### config.mk
export PLATFORM = sky130hd
export DESIGN_NAME = mux8_rr_arbiter
export DESIGN_NICKNAME = d
export VERILOG_FILES = /design/src/rtl/mux8_arb_pkg.sv /design/src/rtl/rr_pick8.sv /design/src/rtl/mux8_rr_arbiter.sv
export SDC_FILE = /design/constraint.sdc
export NUM_CORES = 1
export LEC_CHECK = 0
export CAP_MARGIN = 30
export CORE_ASPECT_RATIO = 1.1
export CORE_UTILIZATION = 33
export DETAILED_ROUTE_END_ITERATION = 10
export PLACE_DENSITY = 0.66
export SKIP_CTS_REPAIR_TIMING = 1
export SYNTH_ARGS = -nofsm -noshare
export SYNTH_HDL_FRONTEND = slang
export SYNTH_SLANG_ARGS = --single-unit
### constraint.sdc
create_clock -name clk -period 3 [get_ports clk]
set_input_delay 0.6 -clock clk [delete_from_list [all_inputs] [get_ports clk]]
set_output_delay 0.6 -clock clk [all_outputs]
set_load 0.005 [all_outputs]
### src/rtl/mux8_arb_pkg.sv
// Shared constants, FSM encoding and one-hot helper for the 8-input round-robin mux arbiter.
package mux8_arb_pkg;

    localparam int NUM_REQ       = 8;
    localparam int SEL_W         = 3;
    localparam int CNT_W         = 8;
    localparam int BURST_LEN_MIN = 1;
    localparam int BURST_LEN_MAX = 256;

    typedef enum logic [1:0] {
        ST_IDLE  = 2'd0,
        ST_GRANT = 2'd1,
        ST_GAP   = 2'd2
    } arb_state_e;

    function automatic logic [NUM_REQ-1:0] idx_to_onehot(input logic [SEL_W-1:0] idx);
        idx_to_onehot = {{(NUM_REQ-1){1'b0}}, 1'b1} << idx;
    endfunction

endpackage

### src/rtl/rr_pick8.sv
// Combinational rotating-priority pick: first set request at or above the pointer, wrapping 7->0.
module rr_pick8
    import mux8_arb_pkg::*;
(
    input  logic [NUM_REQ-1:0] i_req,
    input  logic [SEL_W-1:0]   i_ptr,
    output logic [SEL_W-1:0]   o_winner,
    output logic               o_valid
);

    logic [SEL_W-1:0] w_idx;

    // Scan from the farthest offset down so the nearest requester above ptr is the last one kept.
    always_comb begin
        o_winner = {SEL_W{1'b0}};
        o_valid  = 1'b0;
        w_idx    = {SEL_W{1'b0}};
        for (int k = NUM_REQ - 1; k >= 0; k--) begin
            w_idx = i_ptr + SEL_W'(k);
            if (i_req[w_idx]) begin
                o_winner = w_idx;
                o_valid  = 1'b1;
            end else begin
                o_winner = o_winner;
                o_valid  = o_valid;
            end
        end
    end

endmodule

### src/rtl/mux8_rr_arbiter.sv
// Round-robin arbiter driving an 8x1 mux: bursts of up to BURST_LEN cycles per owner,
// a one-cycle GAP with burst_done after each grant, and fully registered outputs.
module mux8_rr_arbiter
    import mux8_arb_pkg::*;
#(
    parameter int BURST_LEN = 8
) (
    input  logic               clk,
    input  logic               rst,
    input  logic [NUM_REQ-1:0] req,
    output logic [NUM_REQ-1:0] gnt,
    output logic               sel0,
    output logic               sel1,
    output logic               sel2,
    output logic               enable,
    output logic               busy,
    output logic               burst_done
);

    localparam logic [CNT_W-1:0] LAST_CNT = CNT_W'(BURST_LEN - 1);

    arb_state_e         r_state;
    logic [SEL_W-1:0]   r_ptr;
    logic [CNT_W-1:0]   r_cnt;
    logic [NUM_REQ-1:0] r_gnt;
    logic [SEL_W-1:0]   r_sel;
    logic               r_enable;
    logic               r_busy;
    logic               r_burst_done;

    logic [SEL_W-1:0]   w_winner;
    logic               w_valid;
    logic               w_exit;

    rr_pick8 u_pick (
        .i_req    (req),
        .i_ptr    (r_ptr),
        .o_winner (w_winner),
        .o_valid  (w_valid)
    );

    // r_sel doubles as the owner index; release and burst limit collapse into one exit.
    assign w_exit = (~req[r_sel]) | (r_cnt == LAST_CNT);

    // Arbitration FSM with all mux-facing outputs registered alongside the state.
    always_ff @(posedge clk) begin
        if (rst) begin
            r_state      <= ST_IDLE;
            r_ptr        <= {SEL_W{1'b0}};
            r_cnt        <= {CNT_W{1'b0}};
            r_gnt        <= {NUM_REQ{1'b0}};
            r_sel        <= {SEL_W{1'b0}};
            r_enable     <= 1'b1;
            r_busy       <= 1'b0;
            r_burst_done <= 1'b0;
        end else begin
            case (r_state)
                ST_IDLE: begin
                    r_burst_done <= 1'b0;
                    if (w_valid) begin
                        r_state  <= ST_GRANT;
                        r_ptr    <= w_winner + 3'd1;
                        r_cnt    <= {CNT_W{1'b0}};
                        r_gnt    <= idx_to_onehot(w_winner);
                        r_sel    <= w_winner;
                        r_enable <= 1'b0;
                        r_busy   <= 1'b1;
                    end else begin
                        r_state  <= ST_IDLE;
                        r_gnt    <= {NUM_REQ{1'b0}};
                        r_enable <= 1'b1;
                        r_busy   <= 1'b0;
                    end
                end
                ST_GRANT: begin
                    if (w_exit) begin
                        r_state      <= ST_GAP;
                        r_gnt        <= {NUM_REQ{1'b0}};
                        r_enable     <= 1'b1;
                        r_burst_done <= 1'b1;
                    end else begin
                        r_state      <= ST_GRANT;
                        r_cnt        <= r_cnt + 8'd1;
                        r_burst_done <= 1'b0;
                    end
                end
                ST_GAP: begin
                    r_state      <= ST_IDLE;
                    r_gnt        <= {NUM_REQ{1'b0}};
                    r_enable     <= 1'b1;
                    r_busy       <= 1'b0;
                    r_burst_done <= 1'b0;
                end
                default: begin
                    r_state      <= ST_IDLE;
                    r_gnt        <= {NUM_REQ{1'b0}};
                    r_enable     <= 1'b1;
                    r_busy       <= 1'b0;
                    r_burst_done <= 1'b0;
                end
            endcase
        end
    end

    assign gnt        = r_gnt;
    assign sel0       = r_sel[0];
    assign sel1       = r_sel[1];
    assign sel2       = r_sel[2];
    assign enable     = r_enable;
    assign busy       = r_busy;
    assign burst_done = r_burst_done;

endmodule

## After elaboration in Yosys (flattened, before gate mapping)

Cells that the tools add are included.
W data, S select, Z words.

- Register bits: 27
- Output and inout bits: 14
- Word-level logic and storage cells: 89
- Input port bits: 10

- Shift operators: 1
- Add/sub/neg operators: 9
- Mux-type cells: 49
- Equal/unequal tests: 5
- $lt $le $gt $ge: 9
- Bitwise logic cells: 3
- Reduce and logical (&&, ||, !) cells: 5

Operator list:

| cell | count |
|---|---|
| $lt A3 B4 Y1 const B | 9 |
| $mux W8 | 4 |
| $pmux W8 S2 | 2 |
| $bmux W1 S3 | 9 |
| $mux W3 | 8 |
| $mux W1 | 22 |
| $add A3 B3 Y3 const B | 4 |
| $add A8 B1 Y8 const B | 1 |
| $eq A8 B3 Y1 const B | 1 |
| $shl A1 B3 Y8 const A | 1 |
| $add A3 B1 Y3 const B | 2 |
| $add A3 B2 Y3 const B | 2 |
| $ne A2 B2 Y1 const B | 2 |
| $pmux W1 S2 | 2 |
| $pmux W2 S2 | 1 |
| $reduce_and A3 Y1 | 1 |
| $eq A2 B1 Y1 const B | 1 |
| $logic_not A2 Y1 | 1 |
| $mux W2 | 1 |
| $ne A2 B1 Y1 const B | 1 |
| $not A1 Y1 | 2 |
| $reduce_and A2 Y1 | 1 |
| $reduce_bool A2 Y1 | 1 |
| $reduce_or A2 Y1 | 1 |
| $or A1 B1 Y1 | 1 |

## Longest topological paths before layout

Gate-level depths: netlist (run 1).

- Word-level depth: 14
- Depth in mapped cells: 16
- Gate-level depth less buffers: 13

## Cells and area by module

Synthesis (run 1) repeated with hierarchy kept, for this count alone.

- Cell total of the unflattened synthesis: 241
- Area total of the unflattened synthesis: 2079.5 µm²

By module, submodules not included:

| module | times used | seq. area each (µm²) | area an instance (µm²) | cells each |
|---|---|---|---|---|
| mux8_rr_arbiter | 1 | 540.5 | 1297.5 | 151 |
| rr_pick8 | 1 | 0.0 | 782.0 | 90 |

## Worst setup path before layout (run 1)

OpenSTA, ideal clock, no wires.

- Path kind: register to register
- From: reg r_ptr[0]
- To: reg r_gnt[1], in the netlist gnt[1]
- Stages on the path, launching flop included: 16
- Path buffers: 3
- Data arrival time: 3.029 ns
- Period minus slack after synthesis: 3.157 ns
- Required time: 2.872 ns
- Setup time: 0.128 ns
- Slack: -0.157 ns
- Path through: dfxtp_1 > buf_6 > buf_2 > inv_1 > ha_1 > buf_2 > mux4_2 > mux2i_1 > a211oi_1 > o21ai_1 > mux2i_2 > inv_2 > ha_1 > nand2_1 > a2bb2oi_1 > nor2_1

- Word-level cells in the longest chain between the ends: 14
- Elaborated cells on any way between the ends: 42
- Classes of those cells: add/sub: 7; shift: 1; mux: 34

RTL lines:

| element | line | source |
|---|---|---|
| start: declaration | mux8_rr_arbiter.sv:23 | `logic [SEL_W-1:0] r_ptr;` |
| start signal: assignment | mux8_rr_arbiter.sv:49 | `r_ptr <= {SEL_W{1'b0}};` |
| start signal: assignment | mux8_rr_arbiter.sv:62 | `r_ptr <= w_winner + 3'd1;` |
| $add A3 B3 Y3 | rr_pick8.sv:19 | `w_idx = i_ptr + SEL_W'(k);` |
| $bmux W1 S3 | rr_pick8.sv:20 | `if (i_req[w_idx]) begin` |
| $mux W1 (implied by the code) | rr_pick8.sv:20 |  |
| $mux W3 (7 in a row) | rr_pick8.sv:20 |  |
| $mux W3 * | rr_pick8.sv:20 |  |
| named net u_pick.o_winner[0] | rr_pick8.sv:7 | `output logic [SEL_W-1:0] o_winner,` |
| $shl A1 B3 Y8 * | mux8_arb_pkg.sv:17 | `idx_to_onehot = {{(NUM_REQ-1){1'b0}}, 1'b1} << idx;` |
| $mux W8 * | mux8_rr_arbiter.sv:60 | `if (w_valid) begin` |
| $pmux W8 S2 * | mux8_rr_arbiter.sv:57 | `case (r_state)` |
| end signal: assignment | mux8_rr_arbiter.sv:51 | `r_gnt <= {NUM_REQ{1'b0}};` |
| end signal: assignment | mux8_rr_arbiter.sv:64 | `r_gnt <= idx_to_onehot(w_winner);` |
| end signal: assignment | mux8_rr_arbiter.sv:70 | `r_gnt <= {NUM_REQ{1'b0}};` |
| end: declaration | mux8_rr_arbiter.sv:25 | `logic [NUM_REQ-1:0] r_gnt;` |

Mark *: on every way through the listed nets, which the timed path passes. The rest lies on a longest branch. The select of a mux whose other input is x is not followed.
A chain may end at the register's enable or synchronous reset.

## Worst setup path after layout (run 1)

- From: reg r_ptr[0]
- To: reg r_ptr[2]

- Word-level cells in the longest chain between the ends: 12
- Elaborated cells on any way between the ends: 41
- Classes of those cells: add/sub: 8; mux: 32; reduce/logical: 1

RTL lines:

| element | line |
|---|---|
| $add A3 B3 Y3 | rr_pick8.sv:19 |
| $bmux W1 S3 | rr_pick8.sv:20 |
| $mux W1 (implied by the code) | rr_pick8.sv:20 |
| $mux W3 / $mux W1 (equally long branches) (8 in a row) | rr_pick8.sv:20 |
| $add A3 B1 Y3 / $reduce_and A2 Y1 (equally long branches) | n/a |

Parallel ways exist; a longest one is shown, timed or not. The select of a mux whose other input is x is not followed.

==> results of run 1 <==
-- sequential cells by signal, indices dropped and copies added (netlist names) --
register,count
r_ptr,3
r_sel,3
r_cnt,8
burst_done,1
enable,1
busy,1
gnt,8
r_state,2
-- cell families (layout without fill, tap and decap cells) --
kind of cell	after synthesis	in the layout	share of synthesized area (%)
muxes	24	24	21.1
adders and majority gates	6	6	4.18
xor gates and xnor gates	9	9	4.39
AOI/OAI and AO/OA	46	46	18.2
DFF	27	27	30.1
buffers and inverters	19	78	4.60
and+or+nand+nor	65	65	17.4
-- cells in the final DEF (no fill, tap or decap), types with 3 or more instances in the layout --
master,synthesis,layout
a32oi_1,3,3
nand2_1,10,10
mux2i_4,0,3
clkdlybuf4s50_1,0,15
mux4_2,10,10
mux2_2,4,3
nor2_1,27,26
a211oi_2,1,4
a22oi_1,3,3
xor2_1,5,5
a21oi_1,13,12
nor3_1,6,6
xnor2_1,4,3
o21ai_0,7,6
ha_1,6,5
buf_4,0,41
mux2i_1,8,5
dlymetal6s2s_1,0,8
dfxtp_1,27,25
inv_1,8,8
clkbuf_8,0,3
nand3_1,6,5
-- final timing paths --
check                                 to  slack, ns      from  cells past startpoint
worst max-delay path            r_ptr[2]       0.13  r_ptr[0]                     11
worst min-delay path              gnt[4]       0.50    gnt[4]                      2
worst max register to register  r_ptr[2]       0.13  r_ptr[0]                     11
worst min register to register    gnt[4]       0.50    gnt[4]                      2
-- power breakdown --
part	leakage [nW]	internal [W]	switching, W
logic	0.808	0.00114	0.00106
clock network	0.0228	0.0000952	0.000109
registers	0.221	0.000446	0.0000712
-- area by class of cell --
| type | instances | area [µm²] | area share, % |
|---|---|---|---|
| inverter | 9 | 33.8 | 1.32 |
| clock buffer | 4 | 45.0 | 1.76 |
| timing repair buffer | 65 | 569 | 22.2 |
| tap | 72 | 90.1 | 3.52 |
| sequential | 27 | 543 | 21.2 |
| multi-input combinational | 150 | 1280 | 49.9 |
-- routing by layer --
| layer | up-vias | GRT usage, % | share of wire [%] |
|---|---|---|---|
| li1 | 854 | - | - |
| met1 | 792 | 23.0 | 45 |
| met2 | 37 | 28.5 | 49 |
| met3 | 9 | 1.26 | 4.3 |
| met4 | 0 | 6.27 | 2.0 |
| met5 | - | 0 | 0 |
-- critical path: stages, from the launching register on --
cell	delay (ns)
dfxtp_2	0.35
buf_6	0.15
mux4_2	0.53
mux2_4	0.30
or3_4	0.36
nand3_2	0.09
a211oi_2	0.07
a211o_2	0.37
nor2_4	0.12
ha_1	0.22
mux2i_1	0.14
nor2_1	0.05
-- stage by stage --
step,utilization (%),worst slack (ns),cells,TNS [ns]
6_report,49.8,0.127,327,0
5_1_grt,49.8,0.0111,327,0
4_1_cts,47.1,-0.166,325,-0.393
3_5_place_dp,46.2,-0.448,321,-4.27
3_3_place_gp,46.2,-0.376,321,-3.75
2_1_floorplan,-,-0.00912,196,-0.0165
==> flow_summary_export.csv, run 1 <==
group,metric,value,unit
status,outcome,"finished clean",
yosys,ys_top_cells_by_count,"dfxtp_1 (27), nor2_1 (27), a21oi_1 (13), mux4_2 (10), nand2_1 (10)",
yosys,synthCells,196,
drt,num_vias,1692,
global_routing,grt_first_pass_wirelength,7820,µm
placement,dpl.hpwl,3510,µm
sta,worstMarginPinSlew,0.441,ns
yosys,synth_area_per_cell,9.17,µm²
clock_network,cts_tree,"built",
yosys,syn_nets,212,
sta,holdWs,0.495,ns
yosys,ys_seq_elements,27,
yosys,synthFlopType,"dfxtp_1",
yosys,synth_top_cell_area_share,30.1,%
drt,wl,4700,µm
floorplanning,die_x,72.4,µm
job,drv_cap,0,
global_routing,antenna_found_initial,0,
global_routing,grt_pass1_vias,1674,
sta,finalHoldViolations,0,
yosys,synth.distinct_cells,48,
clock_network,numCtsBuffers,3,
floorplanning,core-area,5130,µm²
drt,viasPerCell,5.17,
clock_network,cts.clk_slew.worst_paths,0.09,ns
cells_and_area,areaGrowthSynthToFinish,42.4,%
cells_and_area,fillers,495,
sta,fin_crit_sh,95.8,%
placement,io_buffers,23,
floorplanning,die_height,79.4,µm
clock_network,clockRootBuffer,"clkbuf_8",
cells_and_area,final_area,2560,µm²
worst_setup_path,cp.required,3.17,ns
floorplanning,std_cell_rows,27,
floorplanning,io_pins,24,
sta,fmax,348,MHz
cells_and_area,final_nets,272,
drt,drtAntennaViolNets,0,
worst_setup_path,cp-end-kind,"register",
drt,drc,0,
sta,rsz0062_at_grt,"false",
hold_path,hp-class,"register to register",
power_and_ir_drop,p_leak,1.05,nW
floorplanning,initial_core_util,35.0,%
sta,relSlewSlack,70.4,%
global_routing,overflow,0,
sta,clock_skew,0.00244,ns
yosys,yosys-top-cells-area,"dfxtp_1 (30%), mux4_2 (13%), nor2_1 (5.6%), mux2i_1 (4.5%), ha_1 (4.2%)",
power_and_ir_drop,total_power,0.00292,W
power_and_ir_drop,irDropWorstVdd,0.743,mV
yosys,ys_async_sr_fraction,0,%
cells_and_area,num_antenna_cells,0,
drt,avgRoutedWirePerCell,14.4,µm
yosys,syn_area,1800,µm²
worst_setup_path,path_class,"register to register",
placement,dpl-instance-area,2370,µm²
cells_and_area,drive_gt1_share,32.5,%
drt,drt_iter0_markers,102,
global_routing,grt_max_degree,15,
clock_network,cts_buffer_depth,2,
sta,finalCriticalPeriod,2.87,ns
placement,gp_congestion,0.887,
yosys,synth-edff-count,0,
floorplanning,fp.dieArea,5740,µm²
clock_network,clock-sinks,27,
global_routing,track_usage,17.1,%
clock_network,htree_levels,1,
power_and_ir_drop,p_per_area,1140,nW/µm²
worst_setup_path,cp_max_fo,9,
yosys,ys_seq_area_share,30.1,%
clock_network,clock_latency,0.27,ns
worst_setup_path,cp-start-kind,"register",
sta,setup_violations,0,
drt,first_pass_iters,4,
yosys,synth-warning-count,0,
worst_setup_path,cp_data_arrival_time,3.05,ns
yosys,synth_area_leader_cell,"dfxtp_1",
sta,drv_slew,0,
No activity file was read; power rests on OpenSTA's default activity.
==> run 2: changes to the inputs <==
--- a/config.mk
+++ b/config.mk
@@ -13,4 +13,5 @@
 export SKIP_CTS_REPAIR_TIMING = 1
 export SYNTH_ARGS = -nofsm -noshare
 export SYNTH_HDL_FRONTEND = slang
+export SYNTH_HIERARCHICAL = 1
 export SYNTH_SLANG_ARGS = --single-unit
==> run 2 against run 1 <==
Compared with the run above:
- count of clock-buffer cells in the layout down 1
- setup slack worse by 0.041 ns
- synthesized cell count up 23%
- clock power up 4%
- via count up 21%
- sequential share of layout area down 1.5 points
- routed wire length up 19%
- worst hold slack worse by 0.028 ns
- maximum frequency down 1.4%
==> flow_summary_export.csv, run 2 <==
group,metric,value,unit
yosys,synthFlopType,"dfxtp_1",
yosys,synth-simple-area-share,21.4,%
clock_network,clock_latency,0.27,ns
worst_setup_path,path_class,"register to register",
drt,avgRoutedWirePerCell,15.3,µm
cells_and_area,final_area,2770,µm²
placement,gp_congestion,0.912,
sta,fmax,343,MHz
hold_path,hp-class,"register to register",
placement,io_buffers,23,
yosys,synth_mux_area_share,19.1,%
power_and_ir_drop,p_per_area,1010,nW/µm²
worst_setup_path,cp_max_fo,9,
yosys,ys_seq_elements,27,
sta,holdWs,0.468,ns
yosys,ys_top_cells_by_count,"dfxtp_1 (27), nand2_1 (27), a21oi_1 (17), nor2_1 (16), nand3_1 (11)",
floorplanning,std_cell_rows,29,
clock_network,cts.clk_slew.worst_paths,0.10,ns
yosys,synth-warning-count,6,
floorplanning,die_x,77.7,µm
yosys,syn_area,2080,µm²
sta,finalHoldViolations,0,
sta,setup_slack,0.0856,ns
drt,drt_iter0_markers,133,
sta,relSlewSlack,53.2,%
floorplanning,core-area,5910,µm²
yosys,syn_nets,260,
yosys,synthCells,241,
yosys,synth_area_per_cell,8.63,µm²
cells_and_area,layout_commonest_cell,"buf_4",
worst_setup_path,cp-start-kind,"register",
floorplanning,die_height,85.3,µm
floorplanning,io_pins,24,
floorplanning,initial_core_util,35.2,%
yosys,yosys-top-cells-area,"dfxtp_1 (26%), mux4_1 (6.3%), ha_1 (5.4%), mux4_2 (5.4%), nand2_1 (4.9%)",
power_and_ir_drop,total_power,0.00279,W
drt,viasPerCell,5.60,
cells_and_area,fillers,588,
floorplanning,fp.dieArea,6620,µm²
yosys,synthAdderAreaFrac,5.42,%
worst_setup_path,worst-r2r-setup-slack,0.09,ns
sta,worstMarginPinSlew,0.701,ns
clock_network,cts_tree,"built",
sta,clock_skew,0.00777,ns
yosys,synth_xor_area_share,1.26,%
placement,dpl.hpwl,4110,µm
worst_setup_path,cp-end-kind,"register",
global_routing,grt_pass1_vias,1991,
cells_and_area,areaGrowthSynthToFinish,33.3,%
worst_setup_path,cp.required,3.17,ns
yosys,synth.distinct_cells,53,
clock_network,numCtsBuffers,3,
yosys,synth_top_cell_area_share,26.0,%
yosys,synth_area_leader_cell,"dfxtp_1",
clock_network,htree_levels,1,
cells_and_area,num_antenna_cells,0,
cells_and_area,drive_gt1_share,25.6,%
placement,place_worst_setup_slack,-0.372,ns
placement,dpl-instance-area,2650,µm²
yosys,ys_async_sr_fraction,0,%
drt,num_vias,2049,
sta,fin_crit_sh,97.1,%
drt,drtAntennaViolNets,0,
drt,drc,0,
yosys,ys_seq_area_share,26.0,%
worst_setup_path,cp_data_arrival_time,3.09,ns
global_routing,grt_first_pass_wirelength,9140,µm
yosys,synth_compound_area_share,21.6,%
yosys,synth-edff-count,0,
sta,setup_violations,0,
clock_network,clockRootBuffer,"clkbuf_8",
global_routing,grt_max_degree,19,
global_routing,track_usage,16.7,%
sta,tns,0,ns
drt,first_pass_iters,4,
cells_and_area,final_nets,309,
power_and_ir_drop,irDropWorstVdd,0.423,mV
global_routing,antenna_found_initial,0,
sta,finalCriticalPeriod,2.91,ns
global_routing,overflow,0,
job,drv_cap,0,
clock_network,cts_buffer_depth,2,
cells_and_area,final_cell_mix,"buf_4 (33), nand2_1 (27), dfxtp_1 (25)",
sta,drv_slew,0,
clock_network,clock-sinks,27,
power_and_ir_drop,p_leak,1.11,nW
status,outcome,"finished clean",
drt,wl,5610,µm
sta,rsz0062_at_grt,"false",
yosys,synth_top_family_by_area,"compound AO/OA/AOI/OAI gates",
[run 2: layer usage]
| layer | share of wire, % | track usage [%] | wire, µm | vias up |
|---|---|---|---|---|
| met5 | 0 | 0 | 0 | - |
| met4 | 0.75 | 4.80 | 42 | 0 |
| met3 | 4.3 | 2.04 | 239 | 4 |
| met2 | 47 | 27.4 | 2660 | 45 |
| met1 | 48 | 22.8 | 2670 | 985 |
| li1 | - | - | - | 1015 |
[run 2: area by class of cell]
type / count / area (µm²) / area share, %
Sequential cell: 27 / 546 / 19.7
Multi-Input combinational cell: 191 / 1520 / 54.9
Timing Repair Buffer: 58 / 520 / 18.8
Inverter: 9 / 38.8 / 1.40
Clock inverter: 1 / 7.51 / 0.271
Clock buffer: 3 / 41.3 / 1.49
Tap cell: 77 / 96.3 / 3.47
[run 2: path summary, 6_finish.rpt]
check,start,to,cells after the start
worst max register to register,r_ptr[0],gnt[7],12
worst max-delay path,r_ptr[0],gnt[7],12
worst min-delay path,busy,busy,2
worst min register to register,busy,busy,2
[run 2: worst max-delay path, cell delays in order (launching register included)]
cell      delay [ns]
dfxtp_4         0.40
inv_1           0.10
ha_4            0.34
mux4_2          0.35
mux2_4          0.31
o21ai_2         0.11
a31oi_1         0.09
o21bai_1        0.17
mux2_4          0.36
ha_4            0.18
ha_1            0.19
a32oi_1         0.16
nor2_1          0.06
[run 2: power breakdown]
group / leakage, nW / switching [W] / internal, W
sequential: 0.221 / 0.000101 / 0.000452
clock: 0.0217 / 0.000119 / 0.0000942
combinational: 0.866 / 0.00105 / 0.000977
total: 1.11 / 0.00127 / 0.00152
[run 2: through the flow]
stage	cells	util, %
after floorplan	241	-
after global placement	362	44.8
after detailed placement	362	44.8
after CTS	366	45.6
after global routing	366	46.9
final	366	46.9
[run 2: cell families (layout without fill, tap and decap cells)]
| group | Yosys count | after routing |
|---|---|---|
| and+or+nand+nor | 89 | 89 |
| AOI/OAI and AO/OA | 66 | 66 |
| DFF | 27 | 27 |
| muxes | 24 | 24 |
| buffers and inverters | 23 | 71 |
| adders and majority gates | 9 | 9 |
| xor gates and xnor gates | 3 | 3 |
==> run 3: changes to the inputs <==
--- a/config.mk
+++ b/config.mk
@@ -13,5 +13,4 @@
 export SKIP_CTS_REPAIR_TIMING = 1
 export SYNTH_ARGS = -nofsm -noshare
 export SYNTH_HDL_FRONTEND = slang
-export SYNTH_HIERARCHICAL = 1
 export SYNTH_SLANG_ARGS = --single-unit
==> results of run 3 <==
Final layout, timing and power as in run 1 (identical DEF).
